===== src/rtl/xoodoo_perm_if.sv =====
// Purpose: valid/ready word streams between a Xoodyak controller and the
//          iterative Xoodoo permutation engine.
// Signals: nr (round count, sampled with word 0), din/din_valid/din_ready
//          (state words in), dout/dout_valid/dout_ready (state words out),
//          busy (engine is permuting or unloading).
// master: the controller side; slave: the permutation engine.
interface xoodoo_perm_if;
  logic [3:0]  nr;
  logic [31:0] din;
  logic        din_valid;
  logic        din_ready;
  logic [31:0] dout;
  logic        dout_valid;
  logic        dout_ready;
  logic        busy;

  modport master (
    output nr, din, din_valid, dout_ready,
    input  din_ready, dout, dout_valid, busy
  );

  modport slave (
    input  nr, din, din_valid, dout_ready,
    output din_ready, dout, dout_valid, busy
  );
endinterface


===== src/rtl/xoodoo_perm_engine.sv =====
// Purpose: iterative Xoodoo[n] permutation. Loads a 384-bit state as 12 words,
//          runs one round per clock for the latched round count, then returns
//          the permuted state in the same word order.
// Ports:   clk, rst_n (async, active-low), bus (xoodoo_perm_if.slave).
//          Word i of the stream is state[32*i +: 32]; plane y = i/4, lane x = i%4.
module xoodoo_perm_engine #(
  parameter int unsigned MAX_ROUNDS = 12
) (
  input  logic          clk,
  input  logic          rst_n,
  xoodoo_perm_if.slave  bus
);

  localparam int unsigned W  = 32;
  localparam int unsigned NW = 12;
  localparam int unsigned SW = W * NW;
  localparam logic [3:0]  MAX_NR    = 4'(MAX_ROUNDS);
  localparam logic [3:0]  LAST_WORD = 4'(NW - 1);

  typedef enum logic [1:0] {
    S_LOAD   = 2'd0,
    S_RUN    = 2'd1,
    S_UNLOAD = 2'd2
  } state_t;

  state_t        st_q, st_d;
  logic [SW-1:0] state_q, state_d;
  logic [3:0]    word_q, word_d;
  logic [3:0]    round_q, round_d;
  logic [3:0]    nr_l_q, nr_l_d;
  logic [3:0]    nr_clamp;
  logic [3:0]    rc_idx;
  logic [8:0]    word_base;

  function automatic logic [W-1:0] rotl(input logic [W-1:0] x, input int unsigned n);
    rotl = (x << n) | (x >> (W - n));
  endfunction

  // Round-constant table; the last n entries serve Xoodoo[n].
  function automatic logic [W-1:0] rc_lookup(input logic [3:0] idx);
    case (idx)
      4'd0:    rc_lookup = 32'h0000_0058;
      4'd1:    rc_lookup = 32'h0000_0038;
      4'd2:    rc_lookup = 32'h0000_03C0;
      4'd3:    rc_lookup = 32'h0000_00D0;
      4'd4:    rc_lookup = 32'h0000_0120;
      4'd5:    rc_lookup = 32'h0000_0014;
      4'd6:    rc_lookup = 32'h0000_0060;
      4'd7:    rc_lookup = 32'h0000_002C;
      4'd8:    rc_lookup = 32'h0000_0380;
      4'd9:    rc_lookup = 32'h0000_00F0;
      4'd10:   rc_lookup = 32'h0000_01A0;
      4'd11:   rc_lookup = 32'h0000_0012;
      default: rc_lookup = '0;
    endcase
  endfunction

  // One Xoodoo round: theta, rho-west, iota, chi, rho-east.
  function automatic logic [SW-1:0] xoodoo_round(input logic [SW-1:0] s,
                                                 input logic [W-1:0]  rc);
    logic [W-1:0] a0 [4];
    logic [W-1:0] a1 [4];
    logic [W-1:0] a2 [4];
    logic [W-1:0] p  [4];
    logic [W-1:0] e  [4];
    logic [W-1:0] w1 [4];
    logic [W-1:0] w2 [4];
    logic [W-1:0] c0 [4];
    logic [W-1:0] c1 [4];
    logic [W-1:0] c2 [4];
    logic [SW-1:0] r;
    for (int x = 0; x < 4; x++) begin
      a0[x] = s[W*x +: W];
      a1[x] = s[W*(4+x) +: W];
      a2[x] = s[W*(8+x) +: W];
      p[x]  = a0[x] ^ a1[x] ^ a2[x];
    end
    // Column-parity effect comes from the neighbouring lane x-1.
    for (int x = 0; x < 4; x++) begin
      e[x]  = rotl(p[(x+3)%4], 5) ^ rotl(p[(x+3)%4], 14);
      a0[x] = a0[x] ^ e[x];
      a1[x] = a1[x] ^ e[x];
      a2[x] = a2[x] ^ e[x];
    end
    for (int x = 0; x < 4; x++) begin
      w1[x] = a1[(x+3)%4];
      w2[x] = rotl(a2[x], 11);
    end
    a0[0] = a0[0] ^ rc;
    for (int x = 0; x < 4; x++) begin
      c0[x] = a0[x] ^ (~w1[x] & w2[x]);
      c1[x] = w1[x] ^ (~w2[x] & a0[x]);
      c2[x] = w2[x] ^ (~a0[x] & w1[x]);
    end
    for (int x = 0; x < 4; x++) begin
      r[W*x +: W]     = c0[x];
      r[W*(4+x) +: W] = rotl(c1[x], 1);
      r[W*(8+x) +: W] = rotl(c2[(x+2)%4], 8);
    end
    return r;
  endfunction

  assign nr_clamp  = (bus.nr > MAX_NR) ? MAX_NR : bus.nr;
  assign rc_idx    = MAX_NR - nr_l_q + round_q;
  assign word_base = {word_q, 5'd0};

  // Next-state, datapath and counter updates.
  always_comb begin
    st_d    = st_q;
    state_d = state_q;
    word_d  = word_q;
    round_d = round_q;
    nr_l_d  = nr_l_q;
    case (st_q)
      S_LOAD: begin
        if (bus.din_valid) begin
          state_d[word_base +: W] = bus.din;
          if (word_q == 4'd0) nr_l_d = nr_clamp;
          if (word_q == LAST_WORD) begin
            word_d = '0;
            // Word 11 is never word 0, so nr_l_q is already latched here.
            st_d   = (nr_l_q != 4'd0) ? S_RUN : S_UNLOAD;
          end else begin
            word_d = word_q + 4'd1;
          end
        end
      end
      S_RUN: begin
        state_d = xoodoo_round(state_q, rc_lookup(rc_idx));
        if (round_q == nr_l_q - 4'd1) begin
          round_d = '0;
          st_d    = S_UNLOAD;
        end else begin
          round_d = round_q + 4'd1;
        end
      end
      S_UNLOAD: begin
        if (bus.dout_ready) begin
          if (word_q == LAST_WORD) begin
            word_d = '0;
            st_d   = S_LOAD;
          end else begin
            word_d = word_q + 4'd1;
          end
        end
      end
      default: st_d = S_LOAD;
    endcase
  end

  always_ff @(posedge clk or negedge rst_n) begin
    if (!rst_n) begin
      st_q    <= S_LOAD;
      state_q <= '0;
      word_q  <= '0;
      round_q <= '0;
      nr_l_q  <= '0;
    end else begin
      st_q    <= st_d;
      state_q <= state_d;
      word_q  <= word_d;
      round_q <= round_d;
      nr_l_q  <= nr_l_d;
    end
  end

  // Stream flags decode straight from the state register.
  assign bus.din_ready  = (st_q == S_LOAD);
  assign bus.dout_valid = (st_q == S_UNLOAD);
  assign bus.busy       = (st_q != S_LOAD);
  assign bus.dout       = (st_q == S_UNLOAD) ? state_q[word_base +: W] : '0;

endmodule


===== src/flat_wrapper.sv =====
// flat-port wrapper written by rule: the top's interface ports become plain ports
module xoodoo_perm_engine_flat 
#(
  parameter int unsigned MAX_ROUNDS = 12
)
  (clk, rst_n, bus_nr, bus_din, bus_din_valid, bus_dout_ready, bus_din_ready, bus_dout, bus_dout_valid, bus_busy);
  xoodoo_perm_if bus_i ();
  input  logic clk;
  input  logic rst_n;
  input wire logic [$bits(bus_i.nr)-1:0] bus_nr;
  input wire logic [$bits(bus_i.din)-1:0] bus_din;
  input wire logic [$bits(bus_i.din_valid)-1:0] bus_din_valid;
  input wire logic [$bits(bus_i.dout_ready)-1:0] bus_dout_ready;
  output wire logic [$bits(bus_i.din_ready)-1:0] bus_din_ready;
  output wire logic [$bits(bus_i.dout)-1:0] bus_dout;
  output wire logic [$bits(bus_i.dout_valid)-1:0] bus_dout_valid;
  output wire logic [$bits(bus_i.busy)-1:0] bus_busy;
  assign bus_i.nr = bus_nr;
  assign bus_i.din = bus_din;
  assign bus_i.din_valid = bus_din_valid;
  assign bus_i.dout_ready = bus_dout_ready;
  assign bus_din_ready = bus_i.din_ready;
  assign bus_dout = bus_i.dout;
  assign bus_dout_valid = bus_i.dout_valid;
  assign bus_busy = bus_i.busy;
  xoodoo_perm_engine #(.MAX_ROUNDS(MAX_ROUNDS)) u_core (.clk(clk), .rst_n(rst_n), .bus(bus_i));
endmodule

===== config.mk =====
export PLATFORM = sky130hd
export DESIGN_NAME = xoodoo_perm_engine_flat
export DESIGN_NICKNAME = d
export VERILOG_FILES = /design/src/rtl/xoodoo_perm_if.sv /design/src/rtl/xoodoo_perm_engine.sv /design/src/flat_wrapper.sv
export SDC_FILE = /design/constraint.sdc
export NUM_CORES = 2
export LEC_CHECK = 0
export ABC_CLOCK_PERIOD_IN_PS = 4230
export CORE_MARGIN = 5
export CORE_UTILIZATION = 25
export DETAILED_ROUTE_END_ITERATION = 7
export REMOVE_ABC_BUFFERS = 1
export SYNTH_ARGS = -nofsm -noshare
export SYNTH_HDL_FRONTEND = slang
export SYNTH_SLANG_ARGS = --single-unit
export TNS_END_PERCENT = 100

===== constraint.sdc =====
create_clock -name clk -period 4.23 [get_ports clk]
set_input_delay 0.6345 -clock clk [delete_from_list [all_inputs] [get_ports clk]]
set_output_delay 0.6345 -clock clk [all_outputs]
set_load 0.005 [all_outputs]

# After elaboration in Yosys (flattened, before gate mapping)
# Memories as Yosys holds them, arrays and structs flattened.
# Cells that the tools add are included.
# Widths: inputs -> output; s select.
# op_classes
n_reduce_logical	10
shifts	3
eq_ne	9
n_bitwise	81
order_cmp	1
mux	18
add_sub_neg	6
# op_table
operator	n
$xor 32x32->32	37
$pmux 384 s2	1
$and 32x32->32	12
$bwmux 384	1
$mux 384	1
$not 32->32	12
$shift 32x11->384 const A	1
$shiftx 32x11->384	1
$shiftx 384x10->32	1
$or 32x1->32	4
$or 32x11->32	4
$or 32x14->32	4
$or 32x5->32	4
$or 32x8->32	4
$mux 32	2
$mux 4	5
$mux 2	6
$neg 9->11	1
$add 4x1->4 const B	2
$pmux 4 s2	1
$ne 2x1->1 const B	3
$pmux 2 s3	1
$reduce_and 3->1	2
$reduce_bool 2->1	3
other kinds (14)	15
# totals
ff_bits	398
mem_count	1
out_inout_bits	35
word_cells	134
romBits	144
# memory_table
memory	words	word_bits	read_ports	rd_clocked_by_memory_dff	write_ports	line	source
(no name shown)	16	9	1	0	0	xoodoo_perm_engine.sv:41	case (idx)

# Depth between registers and ports, before layout
# depth
ltp_word	11
ltp_mapped	17
depth_no_buf	13

# Worst setup path after synthesis
# OpenSTA, ideal clock, no wires.
# synth_path
path_kind	reg2reg
start	reg u_core.word_q[0]
end	reg u_core.state_q[117]
arrival_ps	3384
path_buffers	8
path_slack_ps	777
required_ps	4161
path_stages_with_launch	18
cell_sequence	dfrtp_1 clkbuf_1 buf_1 buf_2 buf_2 inv_1 ha_1 buf_2 and2_1 o21bai_1 o2bb2ai_1 a31oi_1 or2_1 clkbuf_1 buf_2 buf_1 a22oi_1 nand3_1
# synth_via
elab_chain_len	5
# synth_lines
element	line	source
start: declaration	xoodoo_perm_engine.sv:28	logic [3:0] word_q, word_d;
start signal: assignment	xoodoo_perm_engine.sv:161	word_q <= word_d;
$neg 9->11 *	xoodoo_perm_engine.sv:117	state_d[word_base +: W] = bus.din;
$shiftx 32x11->384 / $shift 32x11->384 (equally long branches)	xoodoo_perm_engine.sv:117	
$bwmux 384 *	xoodoo_perm_engine.sv:117	
$mux 384 *	xoodoo_perm_engine.sv:116	if (bus.din_valid) begin
$pmux 384 s2 *	xoodoo_perm_engine.sv:114	case (st_q)
end signal: assignment	xoodoo_perm_engine.sv:160	state_q <= state_d;
end: declaration	xoodoo_perm_engine.sv:27	logic [SW-1:0] state_q, state_d;
# Mark *: on every way between the ends. The rest lies on a longest branch, timed or not. The select of a mux whose other input is x is not followed.
# A chain may end at the register's enable or synchronous reset.

# Worst setup path in the final report
# layout_path
start	reg u_core.word_q[0]
end	out bus_dout[2]
# layout_via
elab_chain_len	2
# layout_lines
element	line	source
$shiftx 384x10->32	xoodoo_perm_engine.sv:171	assign bus.dout = (st_q == S_UNLOAD) ? state_q[word_base +: W] : '0;
$mux 32	xoodoo_perm_engine.sv:171	
end: declaration	flat_wrapper.sv:15	output wire logic [$bits(bus_i.dout)-1:0] bus_dout;
# Every way passes these cells.

==> impl_metrics.env <==
export IMPL_cp_arrival_ns=3.40
export IMPL_place_inst=5496
export IMPL_report_final_slew_viol_count=0
export IMPL_yosysWarnings=0
export IMPL_crit_path_start_kind="flip-flop"
export IMPL_hp_class="in -> async"
export IMPL_synth_top_cell_area_share_pct=27.4
export IMPL_gr_total_overflow=0
export IMPL_fillers=15254
export IMPL_num_antenna_cells=0
export IMPL_dr_pass1_iters=7
export IMPL_grt_use_total_pct=23.2
export IMPL_io_pins=75
export IMPL_slowest_stage="dfrtp_4"
export IMPL_cp_max_fo=39
export IMPL_syn_cell_area_um2=36400
export IMPL_outcome="finished, final reports clean"
export IMPL_hold_viol_final=0
export IMPL_netlist_top_cells_count="xnor2_1, dfrtp_1, xor2_1"
export IMPL_crit_type="reg -> out"
export IMPL_r2r_start="u_core.round_q[1]$_DFFE_PN0P_"
export IMPL_start_util_pct=25.1
export IMPL_clock_sinks=398
export IMPL_antenna_found_initial=5
export IMPL_clk_pin_slew_ns=0.06
export IMPL_ys_ff_latch=398
export IMPL_port_buffer_count=74
export IMPL_fin_skew_ns=0.0264
export IMPL_cts_tree="done"
export IMPL_area_growth_pct=13.4
export IMPL_cp_required_ns=3.60
export IMPL_finalCriticalPeriod_ns=4.03
export IMPL_rr_endpoint="u_core.state_q[337]$_DFFE_PN0P_"
export IMPL_max_clock_freq_ghz=0.248
export IMPL_multi_input_area_um2=25400
export IMPL_ys_flop_type="dfrtp_1"
export IMPL_drc=0
export IMPL_grt_pass1_wl_um=252000
export IMPL_fin_crit_sh_pct=95.4
export IMPL_wl_per_cell_um=32.9
export IMPL_cts_resized=0
export IMPL_seqCellArea_um2=9980
export IMPL_via_per_inst=5.83
export IMPL_rsz0062_at_grt="no"
export IMPL_yosysSeqAreaShare_pct=27.4
export IMPL_reg2reg_slack_ns=0.32
export IMPL_place_ws_ns=0.335
export IMPL_async_flop_share_pct=100
export IMPL_yosys_area_top_type="dfrtp_1"
export IMPL_synth_distinct_cells=60
export IMPL_nets=3684
export IMPL_ant_nets=0
export IMPL_crit_top_cell="nor2_1"
export IMPL_fp_coreArea_um2=145000
export IMPL_post_cts_setup_buffer_count=0
export IMPL_fin_ws_ns=0.195
export IMPL_path_cells="buf_12 -> mux4_2 -> mux2i_1 -> nor2_1 -> a21oi_1 -> nor2_1 -> clkdlybuf4s50_1"
export IMPL_r2r_cells=11
export IMPL_setup_viol=0
export IMPL_yosys_top_cells_area="dfrtp_1, xnor2_1, xor2_1"
export IMPL_slew_headroom_pct=21.4
export IMPL_ctsLongestPathBuffers=3
export IMPL_die_x_um=391
export IMPL_clock_root_buffer="clkbuf_16"
export IMPL_maxCapViolations=0
export IMPL_cts_hold_buf=0
export IMPL_layoutNonFillerInstCount=5588
export IMPL_die_y_um=391
export IMPL_place_congestion=1.04
export IMPL_routed_wl_um=184000
export IMPL_dieArea_um2=153000
export IMPL_rows=140
export IMPL_yosysMostFrequentCell="xnor2_1"
export IMPL_grt_max_degree=133
export IMPL_drive_above_1_share_pct=12.0
export IMPL_drtIter0Drc=5231
export IMPL_cts_max_level=2
export IMPL_num_vias=32600
export IMPL_grt_pass1_vias=30428
export IMPL_dp_final_hpwl_um=132000
export IMPL_insertion_delay_ns=0.64
export IMPL_slowest_delay_ns=0.62
export IMPL_syn_avg_cell_area_um2=9.88
export IMPL_synthCells=3679
export IMPL_worstMarginPinSlew_ns=1.18
export IMPL_cts_buffers_inserted=52
export IMPL_cp_end_kind="output pin"
export IMPL_synth_edf_count=0
-- worst max path at each step --
stage,end,slack (ns),startpoint
2_1_floorplan,u_core.state_q[335]$_DFFE_PN0P_,-8.12,u_core.st_q[1]$_DFFE_PN0P_
3_3_place_gp,u_core.state_q[337]$_DFFE_PN0P_,0.37,u_core.round_q[1]$_DFFE_PN0P_
3_5_place_dp,u_core.state_q[337]$_DFFE_PN0P_,0.33,u_core.round_q[1]$_DFFE_PN0P_
4_1_cts,bus_dout[30],0.20,u_core.word_q[1]$_DFFE_PN0P_
5_1_grt,bus_dout[2],0.07,u_core.word_q[0]$_DFFE_PN0P_
6_report,bus_dout[2],0.20,u_core.word_q[0]$_DFFE_PN0P_
-- per-layer routing --
metal | track usage, % | vias up | part of all wire [%]
li1 | - | 13080 | -
met1 | 30.2 | 16421 | 38
met2 | 34.1 | 2472 | 42
met3 | 6.44 | 619 | 12
met4 | 14.1 | 8 | 7.9
met5 | 0 | - | 0.026
-- critical path: cells and delay by family, from the launching register on --
kind,cells,cell delay (ns)
mux,2,0.72
buf+inv,2,0.80
simple gates,2,0.14
flops,1,0.62
compound gates,1,0.39
-- kinds of logic after synthesis --
kind of cell | after synthesis | synth area share (%)
AO/OA/AOI/OAI | 927 | 17.6
XOR/XNOR | 1034 | 33.7
adder cells (fa/ha/maj) | 11 | 0.399
buffers and inverters | 286 | 3.13
flip-flops | 398 | 27.4
multiplexers | 132 | 6.93
AND/OR/NAND/NOR | 891 | 10.9
-- flip-flops by register name (all words and copies together), names as in the netlist --
signal / cells
u_core.state_q: 384
u_core.nr_l_q: 4
u_core.round_q: 4
u_core.word_q: 4
u_core.st_q: 2
-- through the flow --
stage	utilization, %	setup TNS [ns]	hold slack, ns	area [µm²]
6_report	28.4	0	0.0439	41200
5_1_grt	28.4	0	0.0933	41200
4_1_cts	28.4	0	0.0590	41200
3_5_place_dp	27.3	0	0.515	39600
3_3_place_gp	27.3	0	0.508	39600
2_1_floorplan	-	-2747.48	0.339	35300
-- cell usage in the layout, fill, tap and decap left out, types with 7 or more instances in the layout --
cell,netlist,routed
a21o_1,43,43
a21oi_1,179,179
a221o_1,43,43
a22oi_1,365,365
buf_12,0,20
buf_4,0,71
clkbuf_1,217,13
clkbuf_16,0,53
clkbuf_8,4,11
clkdlybuf4s50_1,0,73
clkinv_2,0,11
dfrtp_1,398,392
ha_1,10,10
inv_1,21,21
mux2i_1,33,33
mux4_2,94,94
nand2_1,238,236
nand2b_1,100,98
nand3_1,50,49
nor2_1,367,354
nor2_4,0,13
nor2b_1,31,30
nor3_1,52,51
o211ai_1,7,7
o21ai_0,13,13
o21ai_1,95,95
o221ai_1,87,87
o22ai_1,67,67
or3_1,25,25
xnor2_1,416,416
xnor2_2,67,67
xnor2_4,46,46
xnor3_1,105,105
xnor3_2,24,24
xor2_1,375,375
-- layout make-up --
| cell class | instances | share of cell area (%) |
|---|---|---|
| timing repair buffer | 165 | 4.07 |
| clock inverter | 15 | 0.370 |
| tap | 1917 | 5.81 |
| inverter | 21 | 0.191 |
| multi-input combinational | 2995 | 61.7 |
| clock buffer | 77 | 3.70 |
| sequential | 398 | 24.2 |
Power is not shown: default switching activity piles up to over one toggle a cycle in this logic, so the estimate is an artifact.
